==> config.mk <==
export PLATFORM = sky130hd
export DESIGN_NAME = mcs4_fetch_sequencer
export DESIGN_NICKNAME = d
export VERILOG_FILES = /design/src/rtl/mcs4_pkg.sv /design/src/rtl/mcs4_addr_stack.sv /design/src/rtl/mcs4_fetch_sequencer.sv
export SDC_FILE = /design/constraint.sdc
export NUM_CORES = 1
export LEC_CHECK = 0
export CORE_AREA = 2 2 89 100
export CTS_BUF_LIST = sky130_fd_sc_hd__clkbuf_16
export DETAILED_ROUTE_END_ITERATION = 12
export DIE_AREA = 0 0 91 102
export PLACE_DENSITY_LB_ADDON = 0.12
export SYNTH_ARGS = -nofsm -noshare
export SYNTH_HDL_FRONTEND = slang
export SYNTH_SLANG_ARGS = --single-unit
export TNS_END_PERCENT = 10
==> constraint.sdc <==
create_clock -name clk_i -period 5.3 [get_ports clk_i]
set_clock_uncertainty 0.05 [all_clocks]
set_input_delay 0.795 -clock clk_i [delete_from_list [all_inputs] [get_ports clk_i]]
set_output_delay 0.795 -clock clk_i [all_outputs]
set_load 0.02 [all_outputs]
==> src/rtl/mcs4_pkg.sv <==
// Shared definitions for the MCS-4 fetch sequencer.
//   - state_idx_t : cycle state index (A1..An = 0..n-1, then M1, M2, X1, X2, X3)
//   - A_FIRST     : index of A1
//   - OFS_*       : offsets of the M/X states relative to ADDR_NIBBLES
//   - pc_width()  : program counter width for a given nibble width / count
package mcs4_pkg;

  localparam int DW_DEFAULT           = 4;
  localparam int ADDR_NIBBLES_DEFAULT = 3;

  // Four bits covers up to 11 address nibbles plus the five M/X states.
  typedef logic [3:0] state_idx_t;

  localparam state_idx_t A_FIRST = 4'd0;

  // M1 = ADDR_NIBBLES, M2 = ADDR_NIBBLES+1, ... X3 = ADDR_NIBBLES+4
  localparam int OFS_M1 = 0;
  localparam int OFS_M2 = 1;
  localparam int OFS_X1 = 2;
  localparam int OFS_X2 = 3;
  localparam int OFS_X3 = 4;

  function automatic int pc_width(input int dw, input int nibbles);
    return dw * nibbles;
  endfunction

  function automatic state_idx_t state_after_addr(input int nibbles, input int ofs);
    return state_idx_t'(nibbles + ofs);
  endfunction

endpackage

==> src/rtl/mcs4_addr_stack.sv <==
// Circular return-address stack.
//   clk_i, rst_ni : clock, async active-low reset (all entries and sp cleared)
//   push_i        : write data_i at sp, advance sp (wraps, oldest entry lost)
//   pop_i         : step sp back (wraps); pop wins over push
//   data_i        : address to push
//   top_o         : entry at sp-1, i.e. the value a pop returns
module mcs4_addr_stack #(
  parameter int W           = 12,
  parameter int STACK_DEPTH = 3
) (
  input  logic         clk_i,
  input  logic         rst_ni,
  input  logic         push_i,
  input  logic         pop_i,
  input  logic [W-1:0] data_i,
  output logic [W-1:0] top_o
);

  localparam int SPW = (STACK_DEPTH > 1) ? $clog2(STACK_DEPTH) : 1;
  localparam logic [SPW-1:0] LAST = SPW'(STACK_DEPTH - 1);

  logic [W-1:0]   mem_q [STACK_DEPTH];
  logic [SPW-1:0] sp_q;
  logic [SPW-1:0] sp_inc;
  logic [SPW-1:0] sp_dec;

  assign sp_inc = (sp_q == LAST) ? '0 : sp_q + SPW'(1);
  assign sp_dec = (sp_q == '0) ? LAST : sp_q - SPW'(1);

  // An empty stack simply returns whatever sits below sp; no underflow flag.
  assign top_o = mem_q[sp_dec];

  always_ff @(posedge clk_i or negedge rst_ni) begin
    if (!rst_ni) begin
      for (int i = 0; i < STACK_DEPTH; i++) mem_q[i] <= '0;
      sp_q <= '0;
    end else if (pop_i) begin
      sp_q <= sp_dec;
    end else if (push_i) begin
      mem_q[sp_q] <= data_i;
      sp_q        <= sp_inc;
    end
  end

endmodule

==> src/rtl/mcs4_fetch_sequencer.sv <==
// MCS-4 instruction-cycle sequencer: program counter, return stack, address
// drive, opcode latch and SYNC / CM-ROM / CM-RAM generation.
//   clk_i, RESET_ni      : clock, async active-low reset
//   phi2_i               : phase-2 clock, sampled; each rising edge advances one state
//   d_i / d_o / d_oe_o   : data bus in, address nibble out, output enable
//   sync_o               : low in X3
//   cm_rom_o, cm_ram_o   : ROM strobe in An; bank strobe in An and (SRC) X2
//   opr_o, opa_o         : latched opcode nibbles; instr_valid_o pulses after M2
//   jump_i, jump_addr_i, push_i, pop_i : PC control sampled on X3 -> A1
//   dcl_i, dcl_bank_i    : bank select load, sampled while in X3
//   src_i                : sampled on entry to X2
//
// state       | meaning
// ------------+-----------------------------------------------
// A1..An      | drive PC nibble k on the bus (An: CM-ROM/CM-RAM)
// M1          | opcode high nibble on the bus
// M2          | opcode low nibble on the bus
// X1          | execute
// X2          | execute; PC incremented on entry; SRC bank strobe
// X3          | SYNC low; PC control and DCL sampling; reset state
module mcs4_fetch_sequencer
  import mcs4_pkg::*;
#(
  parameter int DW           = DW_DEFAULT,
  parameter int ADDR_NIBBLES = ADDR_NIBBLES_DEFAULT,
  parameter int STACK_DEPTH  = 3,
  parameter int NUM_CM_RAM   = 4
) (
  input  logic                            clk_i,
  input  logic                            RESET_ni,
  input  logic                            phi2_i,
  input  logic [DW-1:0]                   d_i,
  output logic [DW-1:0]                   d_o,
  output logic                            d_oe_o,
  output logic                            sync_o,
  output logic                            cm_rom_o,
  output logic [NUM_CM_RAM-1:0]           cm_ram_o,
  output logic [DW-1:0]                   opr_o,
  output logic [DW-1:0]                   opa_o,
  output logic                            instr_valid_o,
  input  logic                            jump_i,
  input  logic [DW*ADDR_NIBBLES-1:0]      jump_addr_i,
  input  logic                            push_i,
  input  logic                            pop_i,
  input  logic                            dcl_i,
  input  logic [$clog2(NUM_CM_RAM)-1:0]   dcl_bank_i,
  input  logic                            src_i
);

  localparam int PW = pc_width(DW, ADDR_NIBBLES);
  localparam int BW = $clog2(NUM_CM_RAM);

  localparam state_idx_t S_AN = state_idx_t'(ADDR_NIBBLES - 1);
  localparam state_idx_t S_M1 = state_after_addr(ADDR_NIBBLES, OFS_M1);
  localparam state_idx_t S_M2 = state_after_addr(ADDR_NIBBLES, OFS_M2);
  localparam state_idx_t S_X1 = state_after_addr(ADDR_NIBBLES, OFS_X1);
  localparam state_idx_t S_X2 = state_after_addr(ADDR_NIBBLES, OFS_X2);
  localparam state_idx_t S_X3 = state_after_addr(ADDR_NIBBLES, OFS_X3);

  state_idx_t      state_q, state_d;
  logic            phi2_q, phi2_qq;
  logic            adv;
  logic [PW-1:0]   pc_q;
  logic [BW-1:0]   bank_q;
  logic            src_q;
  logic [NUM_CM_RAM-1:0] bank_onehot;
  logic            leave_x3;
  logic            stk_push, stk_pop;
  logic [PW-1:0]   stk_top;

  // Edge is detected on the registered samples so advancement lands one clk
  // after the rising phi2 sample.
  assign adv      = phi2_q & ~phi2_qq;
  assign leave_x3 = adv && (state_q == S_X3);
  assign stk_pop  = leave_x3 && pop_i;
  assign stk_push = leave_x3 && !pop_i && jump_i && push_i;

  mcs4_addr_stack #(
    .W           (PW),
    .STACK_DEPTH (STACK_DEPTH)
  ) u_stack (
    .clk_i  (clk_i),
    .rst_ni (RESET_ni),
    .push_i (stk_push),
    .pop_i  (stk_pop),
    .data_i (pc_q),
    .top_o  (stk_top)
  );

  always_comb begin
    state_d = state_q;
    if (adv) state_d = (state_q == S_X3) ? A_FIRST : state_q + state_idx_t'(1);
  end

  always_comb begin
    d_o         = '0;
    d_oe_o      = 1'b0;
    bank_onehot = '0;
    for (int b = 0; b < NUM_CM_RAM; b++) bank_onehot[b] = (bank_q == BW'(b));
    for (int k = 0; k < ADDR_NIBBLES; k++) begin
      if (state_q == A_FIRST + state_idx_t'(k)) begin
        d_oe_o = 1'b1;
        d_o    = pc_q[k*DW +: DW];
      end
    end
    sync_o   = (state_q != S_X3);
    cm_rom_o = (state_q == S_AN);
    cm_ram_o = '0;
    if (state_q == S_AN || (state_q == S_X2 && src_q)) cm_ram_o = bank_onehot;
  end

  always_ff @(posedge clk_i or negedge RESET_ni) begin
    if (!RESET_ni) begin
      state_q       <= S_X3;
      phi2_q        <= 1'b0;
      phi2_qq       <= 1'b0;
      pc_q          <= '0;
      bank_q        <= '0;
      src_q         <= 1'b0;
      opr_o         <= '0;
      opa_o         <= '0;
      instr_valid_o <= 1'b0;
    end else begin
      phi2_q        <= phi2_i;
      phi2_qq       <= phi2_q;
      state_q       <= state_d;
      instr_valid_o <= adv && (state_q == S_M2);
      if (state_q == S_X3 && dcl_i) bank_q <= dcl_bank_i;
      if (adv) begin
        case (state_q)
          S_M1: opr_o <= d_i;
          S_M2: opa_o <= d_i;
          S_X1: begin
            pc_q  <= pc_q + PW'(1);
            src_q <= src_i;
          end
          S_X3: begin
            if (pop_i)       pc_q <= stk_top;
            else if (jump_i) pc_q <= jump_addr_i;
          end
          default: ;
        endcase
      end
    end
  end

endmodule

==> run metrics <==
outcome=complete, no violations; post-synthesis area per instance=11.1 um2; GRT Total Usage=0.194; Post-synth EDFFs=0; cts bufs inserted=9; largest net degree at the start of global routing=48; Placer Congestion=0.821; worst path required time=4.45 ns; FMAX=254 MHz; # hold bufs at CTS=0; power density cells=472 nW/um2; Setup crit end kind=output port; Final period util=0.744; FFs w/ async S/R, synth=1.00; post_cts resized=0; row cnt=35; Crit path depth=6; Detail Placement HPWL=5640 um; flop2flop setup slack=2.32 ns; xor and xnor fraction of the mapped netlist area=0.00242; CTS tree=done; Compound-Gate Fraction of Synth Area=0.132; Final TNS setup=0 ns; Post-Place Cells=461; vias per cell=5.60; die area=9280 um2; WL final=8440 um; I/O pin cnt=46; first-pass GRT wire length=14000 um; clk root buf=clkbuf_16; synth warn=0; antenna violations before repair=0; maxcap violations=0; endpoints failing setup=0; clock tree buffer depth=2; Hold/Removal Path Class=input pin to async pin; fin cells=477; Tot Pwr=2090 uW; VDD IR-drop max=0.259 mV; core footprint=8230 um2; total leakage power=0.00188 uW; sequential cell area fraction in the yosys report=0.471; Buffers on Ports=45; H-tree Lvls=3; Initial DRC Count=205; endpoints failing hold=0; top-area cell type share of the netlist area=0.449; Diodes inserted=0; number of global-route vias before repair=2698; crit path max fanout=6; Synth Area in Adders=0.0277; dpl cell area=4090 um2; top post-synthesis cells by area=dfrtp_1 (45%), mux2_2 (12%), mux2_4 (4.1%), nand2_1 (3.4%), mux2i_1 (3.3%); Slew Limit Fails=0; cell taking the most area after synthesis=dfrtp_1; R2R cell count=5; drt pass-1 iters=5; RSZ-0062 raised after global routing=no; wire per inst=17.7 um; Layout area overhead=22.4%; # fillers=772; Die X=91 um; Final ANT Viol Nets=0; post-synth net total=361; register bit total from synthesis=68; Final #Nets=395; remaining global-route overflow=0; type of origin of the critical path=register; actual slew at the worst max-slew pin=1.20 ns; Crit path max-delay family=simple AND/OR/NAND/NOR gates; CTS sink cnt=68; Residual DRC=0; Setup Crit Path Kind=register to output port; crit path DAT=3.10 ns; via count of the routed design=2669; Synth Flop Type=dfrtp_1; layout cell share with drive strength beyond 1=0.213; chip height=102 um; Final min period=3.94 ns; WHS=0.367 ns; Starting Density=0.440; Slew HR=0.198; slowest stage delay, CP=0.89 ns; post-synth design cell area=3620 um2; CP max-delay cell=nor4b_1; clock slew seen by the registers of the worst setup and hold paths=0.06 ns; post-synth cell types=49; CP Cell Sequence=inv_1 -> ha_1 -> nor4b_1 -> a22oi_1 -> o21ai_0 -> clkdlybuf4s50_1; post-route cell area=4430 um2; CP Buf/Inv Count=2; main combinational cell family by area after synthesis=multiplexers; Simple-Gate Fraction of Synth Area=0.132; post-synthesis mux area share=0.190; Setup Fix Bufs, Post-CTS=0; Clock Latency Late Sink=0.33 ns; Cells after Synth=327
[kinds of logic after synthesis]
| family | count (synthesis) |
|---|---|
| multiplexers | 59 |
| adder cells (fa/ha/maj) | 8 |
| XOR/XNOR | 1 |
| buffers and inverters | 32 |
| AO/OA/AOI/OAI | 70 |
| flip-flops | 68 |
| AND/OR/NAND/NOR | 89 |
[power by group]
group	switching, uW	internal [uW]	leakage [uW]
sequential	134	628	0.000897
clock	228	457	0.000163
combinational	357	288	0.000818
total	719	1370	0.00188
[synth_stat cells (3+ instances only)]
cell	number
a21oi_1	17
a22oi_1	4
a2bb2oi_1	4
and2_1	3
and3_1	3
buf_2	9
clkbuf_1	11
dfrtp_1	65
dfstp_2	3
ha_1	8
inv_1	7
mux2_2	37
mux2_4	10
mux2i_1	12
nand2_1	33
nand2b_1	10
nand3_1	12
nand4_1	7
nor2_1	4
o2111ai_1	6
o211ai_1	8
o21ai_0	15
o221ai_1	3
o22ai_1	3
[metrics by stage]
| step | setup WS, ns | utilization |
|---|---|---|
| 6_report | 1.36 | 0.538 |
| 5_1_grt | 1.19 | 0.538 |
| 4_1_cts | 1.43 | 0.538 |
| 3_5_place_dp | 1.79 | 0.497 |
| 3_3_place_gp | 1.91 | 0.497 |
| 2_1_floorplan | 2.50 | - |
[cells in the final DEF, fill, tap and decap left out, types with 3 or more instances in the layout]
cell | Yosys | routed
and2_1 | 3 | 3
mux2i_1 | 12 | 12
o211ai_1 | 8 | 8
dfrtp_1 | 65 | 65
nand4_1 | 7 | 7
and3_1 | 3 | 3
mux2_2 | 37 | 37
mux2_4 | 10 | 10
nand2b_1 | 10 | 10
bufinv_16 | 0 | 3
inv_1 | 7 | 7
clkbuf_16 | 0 | 9
a21oi_1 | 17 | 17
o22ai_1 | 3 | 3
nor2_1 | 4 | 4
a22oi_1 | 4 | 4
clkdlybuf4s50_1 | 0 | 44
o2111ai_1 | 6 | 6
dfstp_2 | 3 | 3
nand3_1 | 12 | 12
nand2_1 | 33 | 33
o21ai_0 | 15 | 15
o221ai_1 | 3 | 3
ha_1 | 8 | 8
a2bb2oi_1 | 4 | 4
[registers in the layout (all words and copies together) (netlist names)]
name / flops
instr_valid_o: 1
opr_o: 4
bank_q: 2
u_stack.sp_q: 2
state_q: 4
opa_o: 4
u_stack.mem_q: 36
phi2_q: 1
phi2_qq: 1
pc_q: 12
src_q: 1
[layout make-up]
| cell class | instances | area (um2) | share of cell area |
|---|---|---|---|
| Clock buffer | 9 | 225 | 0.0508 |
| Clock inverter | 7 | 115 | 0.0260 |
| Inverter | 8 | 35.0 | 0.00791 |
| Multi-Input combinational cell | 227 | 1750 | 0.395 |
| Sequential cell | 68 | 1710 | 0.385 |
| Tap cell | 111 | 139 | 0.0313 |
| Timing Repair Buffer | 47 | 460 | 0.104 |
[path summary, 6_finish.rpt]
path,start,endpoint
max,state_q[1],d_o[1]
min,RESET_ni,u_stack.mem_q[10]
max reg2reg,state_q[0],u_stack.mem_q[32]
min reg2reg,phi2_q,phi2_qq
max in group asynchronous,RESET_ni,bank_q[1]
min in group clk_i,phi2_q,phi2_qq
[metal layers]
| layer | vias to the layer above | share of wire | track usage |
|---|---|---|---|
| met4 | 0 | 0.011 | 0.0851 |
| li1 | 1267 | - | - |
| met3 | 9 | 0.063 | 0.0376 |
| met5 | - | 0 | 0 |
| met2 | 79 | 0.47 | 0.312 |
| met1 | 1314 | 0.45 | 0.259 |
No activity file was read; power rests on OpenSTA's default activity.
